## src/rtl/tpu_host_pkg.sv

```systemverilog
// Shared types and defaults for the TPU host-side pin driver.
// The optional result watchdog is enabled by defining TPU_HOST_TIMEOUT_EN.
package tpu_host_pkg;

    localparam int unsigned KERNEL_LEN_DEF     = 4;
    localparam int unsigned MATRIX_LEN_DEF     = 16;
    localparam int unsigned RESULT_LEN_DEF     = 9;
    localparam int unsigned TIMEOUT_CYCLES_DEF = 1024;

    typedef logic [7:0] byte_t;

    typedef enum logic [2:0] {
        StIdle,
        StKernel,
        StMatrix,
        StGo,
        StWaitDone,
        StCapture,
        StDrain
    } state_e;

    function automatic int unsigned clog2_min1(input int unsigned n);
        return (n > 1) ? $clog2(n) : 1;
    endfunction

endpackage

```

## src/rtl/tpu_host_result_buf.sv

```systemverilog
// Result byte store: written in capture order, read back in the same order.
// Counts (not wrapping pointers) so that full and empty are unambiguous.
module tpu_host_result_buf
    import tpu_host_pkg::*;
#(
    parameter int unsigned RESULT_LEN = RESULT_LEN_DEF
) (
    input  logic  i_clock,
    input  logic  i_reset_n,
    input  logic  i_clear,
    input  logic  i_wr_en,
    input  byte_t i_wr_data,
    input  logic  i_rd_en,
    output byte_t o_rd_data,
    output logic  o_full,
    output logic  o_empty
);

    localparam int unsigned IDX_W = clog2_min1(RESULT_LEN);
    localparam int unsigned CNT_W = $clog2(RESULT_LEN + 1);

    byte_t            r_mem [RESULT_LEN];
    logic [CNT_W-1:0] r_wr_cnt;
    logic [CNT_W-1:0] r_rd_cnt;

    always_ff @(posedge i_clock or negedge i_reset_n) begin
        if (!i_reset_n) begin
            r_wr_cnt <= '0;
            r_rd_cnt <= '0;
        end else if (i_clear) begin
            r_wr_cnt <= '0;
            r_rd_cnt <= '0;
        end else begin
            if (i_wr_en && !o_full) begin
                r_wr_cnt <= r_wr_cnt + 1'b1;
            end
            if (i_rd_en && !o_empty) begin
                r_rd_cnt <= r_rd_cnt + 1'b1;
            end
        end
    end

    // Storage needs no reset: stale entries are unreachable once the counts clear.
    always_ff @(posedge i_clock) begin
        if (i_wr_en && !o_full) begin
            r_mem[r_wr_cnt[IDX_W-1:0]] <= i_wr_data;
        end
    end

    assign o_full    = (r_wr_cnt == CNT_W'(RESULT_LEN));
    assign o_empty   = (r_rd_cnt == r_wr_cnt);
    assign o_rd_data = o_empty ? '0 : r_mem[r_rd_cnt[IDX_W-1:0]];

endmodule

```

## src/rtl/tpu_host_driver.sv

```systemverilog
// Host-side driver for the TPU pin interface: streams a job in, collects the result, replays it.
// Define TPU_HOST_TIMEOUT_EN to build the result watchdog that drives o_error.
module tpu_host_driver
    import tpu_host_pkg::*;
#(
    parameter int unsigned KERNEL_LEN     = KERNEL_LEN_DEF,
    parameter int unsigned MATRIX_LEN     = MATRIX_LEN_DEF,
    parameter int unsigned RESULT_LEN     = RESULT_LEN_DEF,
    parameter int unsigned TIMEOUT_CYCLES = TIMEOUT_CYCLES_DEF
) (
    input  logic  i_clock,
    input  logic  i_reset_n,
    input  logic  i_start,
    output logic  o_busy,
    input  byte_t i_in_data,
    input  logic  i_in_valid,
    output logic  o_in_ready,
    output byte_t o_res_data,
    output logic  o_res_valid,
    input  logic  i_res_ready,
    output logic  o_tpu_insert_kernal,
    output logic  o_tpu_insert_matrix,
    output logic  o_tpu_ready,
    output byte_t o_tpu_data,
    input  logic  i_tpu_done,
    input  byte_t i_tpu_result,
    output logic  o_error
);

    localparam int unsigned KW    = clog2_min1(KERNEL_LEN);
    localparam int unsigned MW    = clog2_min1(MATRIX_LEN);
    localparam int unsigned RW    = clog2_min1(RESULT_LEN);
    localparam int unsigned KMW   = (KW > MW) ? KW : MW;
    localparam int unsigned CNT_W = (KMW > RW) ? KMW : RW;

    state_e           r_state,      w_state_d;
    logic [CNT_W-1:0] r_cnt,        w_cnt_d;
    byte_t            r_tpu_data,   w_tpu_data_d;
    logic             r_ins_k,      w_ins_k_d;
    logic             r_ins_m,      w_ins_m_d;
    logic             r_tpu_ready,  w_tpu_ready_d;
    logic             r_res_valid,  w_res_valid_d;
    logic             r_error,      w_error_d;

    logic  w_accept;
    logic  w_res_hs;
    logic  w_timeout;
    logic  w_buf_clear;
    logic  w_buf_wr;
    logic  w_buf_rd;
    logic  w_buf_full;
    logic  w_buf_empty;
    byte_t w_buf_rd_data;

    assign o_in_ready = (r_state == StKernel) || (r_state == StMatrix);
    assign o_busy     = (r_state != StIdle);
    assign w_accept   = i_in_valid && o_in_ready;
    assign w_res_hs   = (r_state == StDrain) && r_res_valid && i_res_ready;

`ifdef TPU_HOST_TIMEOUT_EN
    localparam int unsigned WD_W = clog2_min1(TIMEOUT_CYCLES);

    logic [WD_W-1:0] r_wdog;

    // Zero at the tpu_ready pulse (first WAIT_DONE cycle); fires on its last allowed cycle.
    always_ff @(posedge i_clock or negedge i_reset_n) begin
        if (!i_reset_n) begin
            r_wdog <= '0;
        end else if ((r_state == StWaitDone) || (r_state == StCapture)) begin
            r_wdog <= r_wdog + 1'b1;
        end else begin
            r_wdog <= '0;
        end
    end

    assign w_timeout = (r_wdog == WD_W'(TIMEOUT_CYCLES - 1));
`else
    logic w_unused_timeout;

    assign w_unused_timeout = ^TIMEOUT_CYCLES;
    assign w_timeout        = 1'b0;
`endif

    always_ff @(posedge i_clock or negedge i_reset_n) begin
        if (!i_reset_n) begin
            r_state     <= StIdle;
            r_cnt       <= '0;
            r_tpu_data  <= '0;
            r_ins_k     <= 1'b0;
            r_ins_m     <= 1'b0;
            r_tpu_ready <= 1'b0;
            r_res_valid <= 1'b0;
            r_error     <= 1'b0;
        end else begin
            r_state     <= w_state_d;
            r_cnt       <= w_cnt_d;
            r_tpu_data  <= w_tpu_data_d;
            r_ins_k     <= w_ins_k_d;
            r_ins_m     <= w_ins_m_d;
            r_tpu_ready <= w_tpu_ready_d;
            r_res_valid <= w_res_valid_d;
            r_error     <= w_error_d;
        end
    end

    always_comb begin
        w_state_d     = r_state;
        w_cnt_d       = r_cnt;
        w_tpu_data_d  = r_tpu_data;
        w_ins_k_d     = 1'b0;
        w_ins_m_d     = 1'b0;
        w_tpu_ready_d = 1'b0;
        w_res_valid_d = 1'b0;
        w_error_d     = r_error;
        w_buf_clear   = 1'b0;
        w_buf_wr      = 1'b0;
        w_buf_rd      = 1'b0;

        unique case (r_state)
            StIdle: begin
                if (i_start) begin
                    w_state_d   = StKernel;
                    w_cnt_d     = '0;
                    w_error_d   = 1'b0;
                    w_buf_clear = 1'b1;
                end
            end
            StKernel: begin
                if (w_accept) begin
                    w_tpu_data_d = i_in_data;
                    w_ins_k_d    = 1'b1;
                    if (r_cnt == CNT_W'(KERNEL_LEN - 1)) begin
                        w_state_d = StMatrix;
                        w_cnt_d   = '0;
                    end else begin
                        w_cnt_d = r_cnt + 1'b1;
                    end
                end
            end
            StMatrix: begin
                if (w_accept) begin
                    w_tpu_data_d = i_in_data;
                    w_ins_m_d    = 1'b1;
                    if (r_cnt == CNT_W'(MATRIX_LEN - 1)) begin
                        w_state_d = StGo;
                        w_cnt_d   = '0;
                    end else begin
                        w_cnt_d = r_cnt + 1'b1;
                    end
                end
            end
            StGo: begin
                w_tpu_ready_d = 1'b1;
                w_state_d     = StWaitDone;
                w_cnt_d       = '0;
            end
            StWaitDone, StCapture: begin
                // A capture on the watchdog's final cycle still counts.
                if (i_tpu_done && !w_buf_full) begin
                    w_buf_wr = 1'b1;
                    if (r_cnt == CNT_W'(RESULT_LEN - 1)) begin
                        w_state_d = StDrain;
                        w_cnt_d   = '0;
                    end else begin
                        w_state_d = StCapture;
                        w_cnt_d   = r_cnt + 1'b1;
                    end
                end else if (w_timeout) begin
                    w_error_d = 1'b1;
                    w_state_d = StIdle;
                end
            end
            StDrain: begin
                w_res_valid_d = !w_buf_empty;
                if (w_res_hs) begin
                    w_buf_rd = 1'b1;
                    if (r_cnt == CNT_W'(RESULT_LEN - 1)) begin
                        w_state_d     = StIdle;
                        w_res_valid_d = 1'b0;
                    end else begin
                        w_cnt_d = r_cnt + 1'b1;
                    end
                end
            end
            default: begin
                w_state_d = StIdle;
            end
        endcase
    end

    tpu_host_result_buf #(
        .RESULT_LEN (RESULT_LEN)
    ) u_result_buf (
        .i_clock   (i_clock),
        .i_reset_n (i_reset_n),
        .i_clear   (w_buf_clear),
        .i_wr_en   (w_buf_wr),
        .i_wr_data (i_tpu_result),
        .i_rd_en   (w_buf_rd),
        .o_rd_data (w_buf_rd_data),
        .o_full    (w_buf_full),
        .o_empty   (w_buf_empty)
    );

    assign o_res_data          = r_res_valid ? w_buf_rd_data : '0;
    assign o_res_valid         = r_res_valid;
    assign o_tpu_insert_kernal = r_ins_k;
    assign o_tpu_insert_matrix = r_ins_m;
    assign o_tpu_ready         = r_tpu_ready;
    assign o_tpu_data          = r_tpu_data;
    assign o_error             = r_error;

endmodule

```

## config.mk

```make
export PLATFORM = sky130hd
export DESIGN_NAME = tpu_host_driver
export DESIGN_NICKNAME = d
export VERILOG_FILES = /design/src/rtl/tpu_host_pkg.sv /design/src/rtl/tpu_host_result_buf.sv /design/src/rtl/tpu_host_driver.sv
export SDC_FILE = /design/constraint.sdc
export NUM_CORES = 1
export LEC_CHECK = 0
export CAP_MARGIN = 30
export CORE_MARGIN = 4
export CORE_UTILIZATION = 53
export CTS_BUF_LIST = sky130_fd_sc_hd__clkbuf_4 sky130_fd_sc_hd__clkbuf_8
export CTS_CLUSTER_DIAMETER = 30
export DETAILED_ROUTE_END_ITERATION = 10
export GPL_TIMING_DRIVEN = 0
export PLACE_DENSITY = 0.75
export SLEW_MARGIN = 20
export SYNTH_ARGS = -nofsm -noshare
export SYNTH_HDL_FRONTEND = slang
export SYNTH_SLANG_ARGS = --single-unit
```

## constraint.sdc

```tcl
create_clock -name i_clock -period 2.1 [get_ports i_clock]
set_input_delay 0.21 -clock i_clock [delete_from_list [all_inputs] [get_ports i_clock]]
set_output_delay 0.21 -clock i_clock [all_outputs]
set_load 0.03 [all_outputs]
```

==> impl_metrics.tcl <==
set metrics [dict create \
    cap_viol_max_count 0 \
    netlist_area_um2 4480 \
    most-common-layout-cells "edfxtp_1 (72), clkdlybuf4s50_1 (32), dfrtp_1 (25)" \
    status "complete, but fails checks" \
    globalRouteTotalUtil_pct 19.9 \
    die_area_um2 9990 \
    layout.cells.non_filler 504 \
    grt_pass1_vias 2963 \
    slew-limit-headroom_pct 47.6 \
    netlist_instances 328 \
    yosys_warnings 0 \
    cts_buffer_depth 2 \
    die_x_um 100 \
    synth_fa_ha_area_share_pct 1.95 \
    initial_core_util_pct 54.6 \
    wire_per_inst_um 19.4 \
    antenna_found_initial 0 \
    hpwl_mm 6.25 \
    hold_viol_final 0 \
    place_congestion 0.844 \
    ys_ff_latch 99 \
    yosysSeqAreaShare_pct 63.3 \
    fin_crit_sh_pct 106 \
    io_pins 45 \
    wirelength_mm 9.80 \
    synth_top_flop_cell "edfxtp_1" \
    firstDrtPassIters 5 \
    vdd_drop_max_mv 0.742 \
    insertedDiodeCount 0 \
    synth_top_family_by_area "compound AO/OA/AOI/OAI gates" \
    final_common_cell "edfxtp_1" \
    finalClockSkew_ns 0.00861 \
    vias_per_cell 5.86 \
    worst_pin_slew_ns 0.786 \
    path_clk_slew_ns 0.10 \
    synth_edf_count 72 \
    crit_path_end_kind "primary output" \
    hold_path.class "primary input to async pin" \
    multiInputGateArea_um2 1690 \
    synth_largest_area_cell "edfxtp_1" \
    grt_overflow_total 0 \
    synth_top_area_share_pct 48.2 \
    rsz0062_at_grt "yes" \
    cts_root_buf "clkbuf_8" \
    drive_gt1_share_pct 32.3 \
    period_needed_ns 2.23 \
    drt_iter0_drc 226 \
    synthSimpleGateAreaFrac_pct 7.51 \
    synth_xor_area_share_pct 2.18 \
    layout.nets 423 \
    drc 0 \
    critPathKind "register to primary output" \
    regArea_um2 2840 \
    clock_latency_ns 0.36 \
    max_freq_mhz 449 \
    numCtsBuffers 9 \
    violations "setup timing" \
    syn_nets 357 \
    worstPathMaxFanout 8 \
    fillerInstances 567 \
    powerDensity_nw_per_um2 1070 \
    leakage_nw 2.08 \
    cts_tree "yes" \
    synth_area_leaders "edfxtp_1 (48%), dfrtp_1 (15%), mux2_2 (6.0%)" \
    setup_violations 8 \
    muxShareOfSynthArea_pct 10.3 \
    syn_area_per_cell_um2 13.7 \
    dp_cells 477 \
    r2r_cells 5 \
    die_y_um 100 \
    synth-async-reset-ratio_pct 27.3 \
    grt_max_degree 28 \
    areaGrowthSynthToFinish_pct 26.2 \
    io_buffer_count 43 \
    totalPowerFinal_mw 6.07 \
    h-tree-depth 3 \
    cp.arrival_ns 2.02 \
    synthDistinctLibCells 55 \
    num_vias 2955 \
    drv_slew 0 \
    required_ns 1.89 \
    antenna_left 0 \
    grt_first_pass_wirelength_mm 15.1 \
    placement_rows 33 \
    startpoint_type "register" \
    numClockSinks 99 \
    setup_ws_ns -0.128 \
    coreArea_um2 8220 \
    synth-compound-area-share_pct 11.3 \
]
==> metrics by stage <==
step,cell area [µm²],hold WS [ns],setup TNS [ns],util (%),setup WS [ns]
2_1_floorplan,4480,-0.0856,0,-,0.192
3_3_place_gp,5040,0.490,-9.00,61.4,-0.672
3_5_place_dp,5050,0.261,-9.27,61.4,-0.714
4_1_cts,5420,0.404,-0.681,65.9,-0.119
5_1_grt,5660,0.434,-1.60,68.9,-0.231
6_report,5660,0.390,-0.876,68.9,-0.128
==> routing by layer <==
metal  track usage (%)  wire length (µm)  up-vias  part of all wire [%]
met3              3.75               586       20                   6.0
met5                 0                 0        -                     0
li1                  -                 -     1374                     -
met1              27.7              4240     1456                    43
met4              7.98               214        0                   2.2
met2              31.0              4750      105                    49
==> area by class of cell <==
| type | count | share of cell area, % |
|---|---|---|
| multi-input cells | 200 | 29.8 |
| flip-flops and latches | 99 | 50.2 |
| repair buffers | 56 | 10.3 |
| plain buffers | 18 | 3.23 |
| inverters | 10 | 0.663 |
| well taps | 105 | 2.32 |
| clock inverters | 7 | 1.33 |
| clock buffers | 9 | 2.19 |
==> Yosys cell counts, types with 2 or more instances <==
cell type and n:
inv_1 10, o21ai_0 22, mux2i_1 19, buf_2 6
and2_1 8, nand3_1 5, dfrtp_1 27, a211o_1 2
a21boi_0 8, nand4_1 2, nor2_1 12, a31oi_1 2
and3_1 2, a21oi_1 21, ha_1 7, a221oi_1 9
nor3_1 6, mux2_2 24, xnor2_1 2, clkbuf_1 7
xor2_1 6, nor2b_1 2, a21o_1 2, buf_6 3
o22ai_1 2, edfxtp_1 72, nand2_1 12
==> sequential cells by signal, summed over array words and instances, names as in the netlist <==
signal and cells:
o_tpu_insert_kernal 1, o_tpu_insert_matrix 1, o_res_valid 1, u_result_buf.r_rd_cnt 4
o_tpu_ready 1, u_result_buf.r_mem 72, r_cnt 4, r_state 3
u_result_buf.r_wr_cnt 4, o_tpu_data 8
==> worst paths after layout <==
path	start	to	slack, ns
hold reg to reg	o_tpu_data[4]	o_tpu_data[4]	0.52
setup / recovery	u_result_buf.r_rd_cnt[0]	o_res_data[4]	-0.13
max in group asynchronous	i_reset_n	u_result_buf.r_wr_cnt[1]	1.25
hold / removal	i_reset_n	r_cnt[0]	0.39
min in group i_clock	i_in_data[6]	o_tpu_data[6]	0.46
setup reg to reg	r_state[1]	u_result_buf.r_mem[6][1]	0.08
==> what timing repair did <==
item / CTS / global route
endpoints found under the setup margin: 47 / 49
resized for setup: 92 / 60
buffers inserted: 9 / 0
pin swaps: 1 / 13
endpoints found under the hold margin: 27 / 0
hold buffers: 1 / 0
cloned: 0 / 2
==> kinds of logic after synthesis <==
group,after synthesis
AO/OA/AOI/OAI,78
XOR/XNOR,9
adder cells (fa/ha/maj),7
buffers and inverters,29
flip-flops,99
multiplexers,43
other,1
AND/OR/NAND/NOR,62
==> critical path, cell delays in order (launching register included) <==
cell	delay, ns
dfrtp_1	0.42
buf_12	0.18
clkbuf_16	0.17
mux2i_1	0.21
a21boi_1	0.13
a221oi_2	0.30
a21oi_2	0.11
buf_6	0.14
==> power breakdown <==
group | switching [mW] | total [mW] | internal, mW
combinational | 1.22 | 2.23 | 1.01
clock | 0.695 | 1.26 | 0.564
sequential | 0.184 | 2.57 | 2.39
total | 2.10 | 6.07 | 3.96
(Power assumes the default switching activity.)
